`config.mk`:
```
export PLATFORM = sky130hd
export DESIGN_NAME = if_id_skid
export DESIGN_NICKNAME = d
export VERILOG_FILES = /design/src/rtl/if_id_pkg.sv /design/src/rtl/if_id_skid_sat_counter.sv /design/src/rtl/if_id_skid.sv
export SDC_FILE = /design/constraint.sdc
export NUM_CORES = 1
export LEC_CHECK = 0
export ABC_AREA = 0
export CAP_MARGIN = 20
export CELL_PAD_IN_SITES_DETAIL_PLACEMENT = 1
export CELL_PAD_IN_SITES_GLOBAL_PLACEMENT = 2
export CORE_ASPECT_RATIO = 1.4
export CORE_UTILIZATION = 30
export CTS_BUF_LIST = sky130_fd_sc_hd__clkbuf_8 sky130_fd_sc_hd__clkbuf_16
export DETAILED_ROUTE_END_ITERATION = 8
export GPL_TIMING_DRIVEN = 0
export PLACE_DENSITY = 0.87
export SETUP_SLACK_MARGIN = 0.15
export SLEW_MARGIN = 20
export SYNTH_ARGS = -nofsm -noshare
export SYNTH_HDL_FRONTEND = slang
export SYNTH_SLANG_ARGS = --single-unit
```
`constraint.sdc`:
```
create_clock -name clk -period 1.85 [get_ports clk]
set_clock_uncertainty 0.1 [all_clocks]
set_input_delay 0.37 -clock clk [delete_from_list [all_inputs] [get_ports clk]]
set_output_delay 0.37 -clock clk [all_outputs]
set_load 0.01 [all_outputs]
```
`src/rtl/if_id_pkg.sv`:
```
// Shared types and defaults for the IF/ID boundary: fetch packet, NOP word and
// the skid occupancy states seen from (main_valid, skid_valid).
package if_id_pkg;

  localparam int PC_W_DEF   = 32;
  localparam int INST_W_DEF = 32;
  localparam logic [INST_W_DEF-1:0] NOP_INST_DEF = 32'h0000_0000;

  typedef struct packed {
    logic [PC_W_DEF-1:0]   pc;
    logic [INST_W_DEF-1:0] inst;
  } fetch_pkt_t;

  // Encoding is {skid_valid, main_valid}; 2'b10 is the unreachable combination.
  typedef enum logic [1:0] {
    EMPTY = 2'b00,
    ONE   = 2'b01,
    FULL  = 2'b11
  } skid_state_e;

endpackage

```
`src/rtl/if_id_skid_sat_counter.sv`:
```
// Saturating up-counter with synchronous clear (clear wins over increment);
// shared by the per-stage performance counters.
module sat_counter #(
  parameter int CNT_W = 16
) (
  input  logic             clk,
  input  logic             rst,
  input  logic             inc_i,
  input  logic             clr_i,
  output logic [CNT_W-1:0] count_o
);

  logic [CNT_W-1:0] cnt_q;
  logic [CNT_W-1:0] cnt_d;

  always_comb begin
    cnt_d = cnt_q;
    if (clr_i) begin
      cnt_d = '0;
    end else if (inc_i && (cnt_q != {CNT_W{1'b1}})) begin
      cnt_d = cnt_q + CNT_W'(1);
    end
  end

  always_ff @(posedge clk or negedge rst) begin
    if (!rst) begin
      cnt_q <= '0;
    end else begin
      cnt_q <= cnt_d;
    end
  end

  assign count_o = cnt_q;

endmodule

```
`src/rtl/if_id_skid.sv`:
```
// IF/ID pipeline register with a 2-entry skid buffer: in_ready comes straight
// from the skid flop, so decode back-pressure never reaches fetch combinationally.
module if_id_skid
  import if_id_pkg::*;
#(
  parameter int                 PC_W     = PC_W_DEF,
  parameter int                 INST_W   = INST_W_DEF,
  parameter logic [INST_W-1:0]  NOP_INST = INST_W'(NOP_INST_DEF),
  parameter int                 CNT_W    = 16
) (
  input  logic              clk,
  input  logic              rst,
  input  logic              in_valid,
  output logic              in_ready,
  input  logic [PC_W-1:0]   in_pc,
  input  logic [INST_W-1:0] in_inst,
  output logic              out_valid,
  input  logic              out_ready,
  output logic [PC_W-1:0]   out_pc,
  output logic [INST_W-1:0] out_inst,
  input  logic              flush,
  output logic [CNT_W-1:0]  stall_cnt,
  input  logic              clr_cnt
);

  logic              main_valid_q, main_valid_d;
  logic              skid_valid_q, skid_valid_d;
  logic [PC_W-1:0]   main_pc_q, skid_pc_q;
  logic [INST_W-1:0] main_inst_q, skid_inst_q;

  logic in_fire;
  logic out_fire;
  logic main_ld_in;
  logic main_ld_skid;
  logic skid_ld;

  assign in_ready = ~skid_valid_q;
  assign in_fire  = in_valid & ~skid_valid_q;
  assign out_fire = main_valid_q & out_ready;

  // Occupancy control; flush overrides every transition and discards in_fire.
  always_comb begin
    main_valid_d = main_valid_q;
    skid_valid_d = skid_valid_q;
    main_ld_in   = 1'b0;
    main_ld_skid = 1'b0;
    skid_ld      = 1'b0;
    if (flush) begin
      main_valid_d = 1'b0;
      skid_valid_d = 1'b0;
    end else if (!main_valid_q) begin
      if (in_fire) begin
        main_valid_d = 1'b1;
        main_ld_in   = 1'b1;
      end
    end else if (!skid_valid_q) begin
      if (in_fire && out_fire) begin
        main_ld_in = 1'b1;
      end else if (in_fire) begin
        skid_valid_d = 1'b1;
        skid_ld      = 1'b1;
      end else if (out_fire) begin
        main_valid_d = 1'b0;
      end
    end else if (out_fire) begin
      main_ld_skid = 1'b1;
      skid_valid_d = 1'b0;
    end
  end

  always_ff @(posedge clk or negedge rst) begin
    if (!rst) begin
      main_valid_q <= 1'b0;
      skid_valid_q <= 1'b0;
    end else begin
      main_valid_q <= main_valid_d;
      skid_valid_q <= skid_valid_d;
    end
  end

  // Data flops only move on their own load enable, so out_pc holds while idle.
  always_ff @(posedge clk or negedge rst) begin
    if (!rst) begin
      main_pc_q   <= '0;
      main_inst_q <= '0;
      skid_pc_q   <= '0;
      skid_inst_q <= '0;
    end else begin
      if (main_ld_in) begin
        main_pc_q   <= in_pc;
        main_inst_q <= in_inst;
      end else if (main_ld_skid) begin
        main_pc_q   <= skid_pc_q;
        main_inst_q <= skid_inst_q;
      end
      if (skid_ld) begin
        skid_pc_q   <= in_pc;
        skid_inst_q <= in_inst;
      end
    end
  end

  assign out_valid = main_valid_q;
  assign out_pc    = main_pc_q;
  assign out_inst  = main_valid_q ? main_inst_q : NOP_INST;

  sat_counter #(
    .CNT_W (CNT_W)
  ) u_stall_cnt (
    .clk     (clk),
    .rst     (rst),
    .inc_i   (main_valid_q & ~out_ready),
    .clr_i   (clr_cnt),
    .count_o (stall_cnt)
  );

endmodule

```
# == Yosys cells after proc, flatten, opt, wreduce, memory -nomap -nowiden ==
# Cells that the tools add are included.
# word_totals
register_bits,146
latch_bits,0
ram_bits,0
rom_bits,0
in_bits,70
out_inout_bits,82
wordCells,48
n_memories,0
# op_classes
add_sub_neg,1
multipliers,0
div,0
n_lt_le_gt_ge,0
n_eq_ne,1
shift,0
n_mux,29
bitwise,5
reduce_logical,5
# op_table
operator,n
two-way mux 32 bit,5
two-way mux 16 bit,2
two-way mux 1 bit,22
"adder 16 x 1 -> 16 bit, second input constant",1
"!= test 16 bit, second input constant",1
nonzero test 2 bit,3
AND 1 bit,3
logical AND 1 bit,2
NOT 1 bit,2

# == Longest topological paths before layout ==
# Gate-level depths: netlist (run 1).
# depth
word_depth,8
depth_mapped,7
depth_no_buf,5

# == By module ==
# From an unflattened synthesis (run 1), not the netlist that was laid out.
# hier_totals
hier_cells,495
hier_area_um2,6506.2
# modules_own_cells
module,n_inst,cells_per_inst,area_per_inst_um2,seq_area_each_um2
if_id_skid,1,397,5564.1,3253.1
sat_counter,1,98,942.2,400.4

# == Worst setup path after synthesis (run 1) ==
# OpenSTA, ideal clock, no wires.
# synth_timing
path_kind,register -> register
start,register u_stall_cnt.cnt_q[0] (netlist: u_stall_cnt.count_o[0])
end,register u_stall_cnt.cnt_q[1] (netlist: u_stall_cnt.count_o[1])
setup_time_ns,0.132
arrival_time_ns,1.628
t_required_ns,1.618
path_slack_ns,-0.010
stages_incl_launch_ff,7
n_path_buf,1
synth_period_minus_slack_ns,1.860
cell_sequence,dfrtp_1 ha_1 nand4_2 o41ai_4 buf_6 mux2i_1 nor2_1
# synth_via
elab_chain_cells,3
elab_cells_between_ends,6
classes_between,add/sub (1); eq/ne (1); mux (2); reduce/logical (2)
# synth_rtl
item,line,rtl
"start, declared",if_id_skid_sat_counter.sv:13,logic [CNT_W-1:0] cnt_q;
"start signal, assigned",if_id_skid_sat_counter.sv:29,cnt_q <= cnt_d;
adder 16 x 1 -> 16 bit or != test 16 bit (tied branches),"if_id_skid_sat_counter.sv:21, if_id_skid_sat_counter.sv:20",
two-way mux 16 bit or logical AND 1 bit (tied branches),if_id_skid_sat_counter.sv:20,end else if (inc_i && (cnt_q != {CNT_W{1'b1}})) begin
two-way mux 16 bit or nonzero test 2 bit (tied branches),--,
# Parallel ways exist; a longest one is shown, timed or not. The select of a mux whose other input is x is not followed.
# A chain may end at the register's enable or synchronous reset.

# == Worst setup path after layout (run 1) ==
# layout_timing
start,register main_valid_q (netlist: out_valid)
end,register u_stall_cnt.cnt_q[15] (netlist: u_stall_cnt.count_o[15])
# layout_via
elab_chain_cells,3
# layout_rtl
item,line,rtl
"start, declared",if_id_skid.sv:26,"logic main_valid_q, main_valid_d;"
"start signal, assigned",if_id_skid.sv:76,main_valid_q <= main_valid_d;
AND 1 bit,if_id_skid.sv:112,".inc_i (main_valid_q & ~out_ready),"
logical AND 1 bit,if_id_skid_sat_counter.sv:20,
nonzero test 2 bit (no source line),--,
# Every way passes these cells.

==> results of run 1 <==
## worst min-delay path by stage
stage | endpoint | slack [ps]
CTS | u_stall_cnt.count_o[4]$_DFFE_PN0P_ | 290
global route | u_stall_cnt.count_o[5]$_DFFE_PN0P_ | 330
global placement | main_inst_q[8]$_DFFE_PN0P_ | 350
floorplan | main_inst_q[0]$_DFFE_PN0P_ | -30
detailed placement | main_inst_q[16]$_DFFE_PN0P_ | 280
finish | u_stall_cnt.count_o[5]$_DFFE_PN0P_ | 320
## cell usage after synthesis (4+ instances only)
library cell	number
dfrtp_1	146
and2_1	33
clkbuf_1	9
o21ai_0	6
nand4_1	4
nor2_1	7
mux2i_1	4
o21ai_1	9
nand2_1	12
mux2_2	66
a21o_1	61
a21oi_1	13
buf_2	20
a22o_1	61
or3_1	11
## kinds of logic (layout without fill, tap and decap cells)
logic type,Yosys count,in the layout
buffers and inverters,36,279
other,0,3
AO/OA/AOI/OAI,153,153
XOR/XNOR,2,2
multiplexers,70,70
AND/OR/NAND/NOR,86,88
flip-flops,146,146
adder cells (fa/ha/maj),1,1
## final cells by class
type	count	area, sq um
Buffer	33	434.2
Clock buffer	17	425.4
Timing Repair Buffer	211	2211
Sequential cell	146	3660
Tap cell	256	320.3
Multi-Input combinational cell	314	2922
Inverter	3	11.26
Antenna cell	3	7.507
Fill cell	2123	10410
Clock inverter	15	156.4
## state kept, by name, indices dropped and copies added (netlist names)
register,cells
skid_valid_q,1
out_valid,1
out_pc,32
skid_pc_q,32
u_stall_cnt.count_o,16
main_inst_q,32
skid_inst_q,32
## stage by stage
stage | power, W | hold slack (ps)
after floorplan | 0.004961 | -25.59
after global placement | 0.005717 | 349.7
after detailed placement | 0.005846 | 279.5
after CTS | 0.009352 | 289.9
after global routing | 0.01002 | 326.6
final | 0.009602 | 322.2
## cell usage in the layout, fill, tap and decap left out, types with 3 or more instances in the layout
master / n
dfrtp_1: 141
clkdlybuf4s50_1: 65
a22o_1: 61
a21o_1: 61
dlygate4sd2_1: 46
mux2_4: 44
buf_6: 35
buf_4: 28
clkbuf_16: 28
mux2_2: 22
buf_2: 19
and2_1: 17
and2_4: 16
buf_8: 12
buf_12: 10
nand2_1: 10
a21oi_1: 9
o21ai_1: 7
or3_1: 7
o21ai_0: 5
nor2_1: 5
dfrtp_2: 5
clkbuf_8: 4
nor3_4: 4
mux2i_1: 4
nand4_1: 4
or3_4: 4
a21oi_2: 4
clkbuf_2: 4
clkinv_2: 4
clkinv_4: 4
buf_16: 4
diode_2: 3
nand2_8: 3
nand3_1: 3
o21ai_2: 3
inv_6: 3
## report_power, final
part / internal [W] / total [W] / switching, W
combinational: 0.00121 / 0.00194 / 0.000725
sequential: 0.00384 / 0.00421 / 0.000369
clock: 0.00200 / 0.00346 / 0.00146
## per-layer routing
metal,up-vias,share of wire [%],wire length (um)
li1,2289,-,-
met5,-,0.15,31
met1,2605,38,8033
met3,27,4.9,1020
met4,4,1.5,315
met2,115,55,11470
## what timing repair did
item / CTS / global route
buffers inserted: 29 / 14
hold buffers: 1 / 0
endpoints found under the hold margin: 71 / 0
pin swaps: 19 / 73
gates resized for setup: 299 / 114
gates cloned: 5 / 13
endpoints found under the setup margin: 226 / 176
==> results_dict.tcl, run 1 <==
set metrics [dict create \
    synth_warnings 0 \
    dr.pass1.iters 4 \
    gr-usage-met3_pct 5.278 \
    setup_viol 64 \
    status "complete, but fails checks" \
    fp.coreArea_sq_um 20560 \
    worstSetupPathType "flop to flop" \
    synth_nets 565 \
    rows 62 \
    vias 5040 \
    final_hold_viol_count 0 \
    synth_top_family_by_area "compound AO/OA/AOI/OAI gates" \
    dp.cells 901 \
    cts-root-buf "clkbuf_16" \
    instances_no_fill 998 \
    cts.path.max_buffers 2 \
    numPortBuffers 150 \
    grt_usage_pct 17.76 \
    drt_iter0_drc 186 \
    placed_area_sq_um 8182 \
    violations "negative setup slack" \
    hpwl_um 12460 \
    synth.area.top_cells "dfrtp_1, mux2_2, a22o_1" \
    slowest_delay_ps 400 \
    top_usage_layer "met2" \
    netlist_instances 494 \
    crit_end "u_stall_cnt.count_o[15]$_DFFE_PN0P_" \
    power_per_cell_area_nw_per_um2 946.3 \
    crit_buf_inv 4 \
    gp_congestion 0.7537 \
    drt_wl_total_um 20870 \
    overflow 0 \
    finalNetCount 797 \
    synth_edf_count 0 \
    cp_data_required_time_ps 2050 \
    yosysTopAreaCell "dfrtp_1" \
    critPathTopFamily "buffers and inverters" \
    yosysSeqAreaShare_pct 57.76 \
    htree_levels 4 \
    syn_to_final_growth_pct 60.43 \
    r2r_end "u_stall_cnt.count_o[15]$_DFFE_PN0P_" \
    grt_start_max_net_pins 76 \
    drc 0 \
    synth_xor_area_share_pct 0.2770 \
    crit_arrival_ps 2130 \
    die_h_um 173.8 \
    drive_gt1_share_pct 37.48 \
    max_cap_viol_count 0 \
    crit_start "out_valid$_DFF_PN0_" \
    synthArstFlopShare_pct 100.0 \
    grt_use_met1_pct 20.12 \
    final_area_sq_um 10150 \
    setup_ws_ps -85.79 \
    cp_common_cell "buf_6" \
    whs_path_depth 2 \
    tightest_slew_ps 599.6 \
    post_drt_wl_per_cell_um 20.92 \
    cts_tree "yes" \
    grt_antenna_before_repair 5 \
    path_depth 8 \
    relSlewSlack_pct 60.03 \
    synth_compound_area_share_pct 18.60 \
    grt_pass1_vias 5520 \
    synthMuxAreaShare_pct 12.38 \
    syn_area_per_cell_sq_um 12.80 \
    vias_per_cell 5.050 \
    start_util_pct 30.77 \
    clock-sinks 146 \
    timing.rr.start "out_valid$_DFF_PN0_" \
    ys_ff_latch 146 \
    worstPathCellList "buf_6 > buf_6 > buf_6 > and4b_1 > nand4_1 > buf_6 > nor4_4 > mux2_4" \
    reg2reg_depth 8 \
    cts_buffers 17 \
    end_kind "flop" \
    fin_tns_setup_ps -1419 \
    fin_util_pct 49.36 \
    slew_viol_final 0 \
    hold_start "clr_cnt" \
    synth_simple_gate_area_share_pct 8.012 \
    period_needed_ps 1936 \
    synth_cell_type_count 36 \
    clkTransAtPathRegs_ps 60 \
    io_pins 152 \
    grtUsageMet2_pct 31.35 \
    rsz0062_at_grt "true" \
    synth-adder-area-share_pct 0.1978 \
    ant_nets 0 \
    die_x_um 124.7 \
    critPathLaunchType "flop" \
    synth_top_area_share_pct 57.76 \
    dp_slack_ps -1020 \
    mappedNetlistArea_sq_um 6325 \
    clk_latency_ps 420 \
    grt_first_pass_wirelength_um 30310 \
    ir_worst_vdd_uv 514.9 \
    post-route-period-util_pct 104.6 \
    rrSetupSlack_ps -90 \
    die-area_sq_um 21680 \
    max_freq_ghz 0.5166 \
    cp_max_fo 5 \
    worst_path_max_delay_cell "dfrtp_1" \
    synthFlopType "dfrtp_1" \
    hold_class "input port to flop" \
    leakage_nw 5.140 \
]
(Power assumes the default switching activity.)
==> run 2: changes to the inputs <==
--- a/config.mk
+++ b/config.mk
@@ -6,10 +6,9 @@
 export NUM_CORES = 1
 export LEC_CHECK = 0
 export ABC_AREA = 0
-export CAP_MARGIN = 20
 export CELL_PAD_IN_SITES_DETAIL_PLACEMENT = 1
 export CELL_PAD_IN_SITES_GLOBAL_PLACEMENT = 2
-export CORE_ASPECT_RATIO = 1.4
+export CORE_ASPECT_RATIO = 1.25
 export CORE_UTILIZATION = 30
 export CTS_BUF_LIST = sky130_fd_sc_hd__clkbuf_8 sky130_fd_sc_hd__clkbuf_16
 export DETAILED_ROUTE_END_ITERATION = 8
==> run 2 against run 1 <==
Net effect:
- the run still ends with negative setup slack left
- sequential share of layout area increased by 0.64 points
- via count decreased by 1.2%
- design area decreased by 1.8%
- utilization decreased by 1.3 points
- total power decreased by 2.2%
- critical path type unchanged
- critical endpoint is now main_inst_q[23]$_DFFE_PN0P_
==> results_dict.tcl, run 2 (synthesis results as in run 1) <==
set metrics [dict create \
    dp_slack_ps -956.2 \
    tightest_slew_ps 664.2 \
    die_h_um 164.3 \
    max_cap_viol_count 0 \
    drc 0 \
    cts_tree "yes" \
    status "complete, but fails checks" \
    die-area_sq_um 21670 \
    grt_antenna_before_repair 2 \
    cts-root-buf "clkbuf_16" \
    cp_data_required_time_ps 2050 \
    relSlewSlack_pct 55.72 \
    start_util_pct 30.49 \
    max_freq_ghz 0.5357 \
    htree_levels 4 \
    fin_util_pct 48.04 \
    cts_buffers 17 \
    worst_path_max_delay_cell "dfrtp_1" \
    clk_latency_ps 420 \
    setup_ws_ps -16.81 \
    cp_max_fo 7 \
    hpwl_um 12330 \
    leakage_nw 4.875 \
    timing.rr.start "out_valid$_DFF_PN0_" \
    crit_start "out_valid$_DFF_PN0_" \
    drt_wl_total_um 19540 \
    cts.path.max_buffers 2 \
    overflow 0 \
    violations "negative setup slack" \
    cp_common_cell "buf_12" \
    worstPathCellList "buf_4 > nor2b_4 > nor3_4 > buf_12 > buf_12 > bufbuf_16 > a22o_1 > a21o_1" \
    finalNetCount 792 \
    crit_end "main_inst_q[23]$_DFFE_PN0P_" \
    rsz0062_at_grt "true" \
    rrSetupSlack_ps -20 \
    slowest_delay_ps 360 \
    clock-sinks 146 \
    vias_per_cell 4.935 \
    final_hold_viol_count 0 \
    drive_gt1_share_pct 38.42 \
    vias 4979 \
    rows 59 \
    fp.coreArea_sq_um 20740 \
    numPortBuffers 150 \
    ant_nets 0 \
    critPathLaunchType "flop" \
    power_per_cell_area_nw_per_um2 942.5 \
    grt_usage_pct 18.52 \
    io_pins 152 \
    r2r_end "main_inst_q[23]$_DFFE_PN0P_" \
    period_needed_ps 1867 \
    clkTransAtPathRegs_ps 60 \
    num-fill-cells 2112 \
    drt_iter0_drc 162 \
    worstSetupPathType "flop to flop" \
    ir_worst_vdd_uv 574.8 \
    gp_congestion 0.7551 \
    path_depth 8 \
    final_common_cell "dfrtp_1" \
    critPathTopFamily "buffers and inverters" \
    die_x_um 131.9 \
    hold_class "input port to flop" \
    mostFrequentLayoutCells "dfrtp_1, mux2_2, clkdlybuf4s50_1" \
    whs_ps 353.9 \
    crit_buf_inv 4 \
    setup_viol 8 \
    syn_to_final_growth_pct 57.57 \
    grt_first_pass_wirelength_um 30830 \
    post-route-period-util_pct 100.9 \
    reg2reg_depth 8 \
    crit_arrival_ps 2070 \
    post_drt_wl_per_cell_um 19.37 \
    dr.pass1.iters 4 \
    slew_viol_final 0 \
    end_kind "flop" \
    grt_pass1_vias 5675 \
    grt_start_max_net_pins 78 \
]
-- run 2: cell count changes in the layout (fill, tap and decap cells not counted), moves of 3 or more --
| cell | previous run | this run |
|---|---|---|
| and2_4 | 16 | 21 |
| clkinv_4 | 4 | 1 |
| buf_4 | 28 | 34 |
| buf_2 | 19 | 12 |
| mux2_2 | 22 | 66 |
| buf_6 | 35 | 38 |
| clkbuf_2 | 4 | 1 |
| buf_16 | 4 | 1 |
| mux2_4 | 44 | 0 |
| a21oi_1 | 9 | 6 |
| and2_1 | 17 | 12 |
-- run 2: metrics by stage --
step / total power (W) / setup TNS (ps) / std cells / area (sq um)
global route: 0.009856 / -2122 / 1008 / 9963
CTS: 0.009437 / -682.7 / 1000 / 9617
floorplan: 0.004961 / 0 / 494 / 6327
finish: 0.009393 / -91.65 / 1009 / 9966
global placement: 0.005717 / -880560 / 918 / 8172
detailed placement: 0.005852 / -112510 / 919 / 8204
-- run 2: where the power goes --
group / switching (W) / internal [W] / total (W)
Sequential: 0.000364 / 0.00384 / 0.00421
Combinational: 0.000676 / 0.00104 / 0.00172
Clock: 0.00137 / 0.00210 / 0.00347
-- run 2: area by class of cell --
class	count	area, sq um	area share [%]
flip-flops and latches	146	3659	36.71
multi-input cells	312	2755	27.65
plain buffers	33	498.0	4.997
clock buffers	20	466.7	4.683
repair buffers	208	2103	21.10
well taps	274	342.8	3.440
diodes	1	2.502	0.02511
inverters	3	11.26	0.1130
clock inverters	12	127.6	1.281
-- run 2: worst min-delay path by stage --
stage                                start                                   to  slack, ps  cells past startpoint
6_report                           clr_cnt   u_stall_cnt.count_o[2]$_DFFE_PN0P_        350                      2
3_5_place_dp                           rst  u_stall_cnt.count_o[15]$_DFFE_PN0P_        260                      1
3_3_place_gp   main_inst_q[23]$_DFFE_PN0P_          main_inst_q[23]$_DFFE_PN0P_        350                      1
4_1_cts                            clr_cnt   u_stall_cnt.count_o[5]$_DFFE_PN0P_        310                      2
2_1_floorplan                          rst           main_inst_q[0]$_DFFE_PN0P_        -30                      0
5_1_grt                            clr_cnt   u_stall_cnt.count_o[4]$_DFFE_PN0P_        360                      2
-- run 2: what timing repair did --
action                     4_1_cts  5_1_grt
hold buffers                     1        0
gates cloned                     4        5
hold endpoints to repair        69        0
setup endpoints to repair      226      137
gates resized for setup        329       53
pin swaps                       26       24
setup buffers                   44        4
-- run 2: metal layers --
| layer | vias to the layer above | track usage [%] | routed length (um) |
|---|---|---|---|
| met3 | 23 | 5.525 | 931 |
| li1 | 2267 | - | - |
| met1 | 2560 | 20.97 | 7907 |
| met5 | - | 0 | 0 |
| met4 | 0 | 6.025 | 337 |
| met2 | 129 | 33.26 | 10370 |
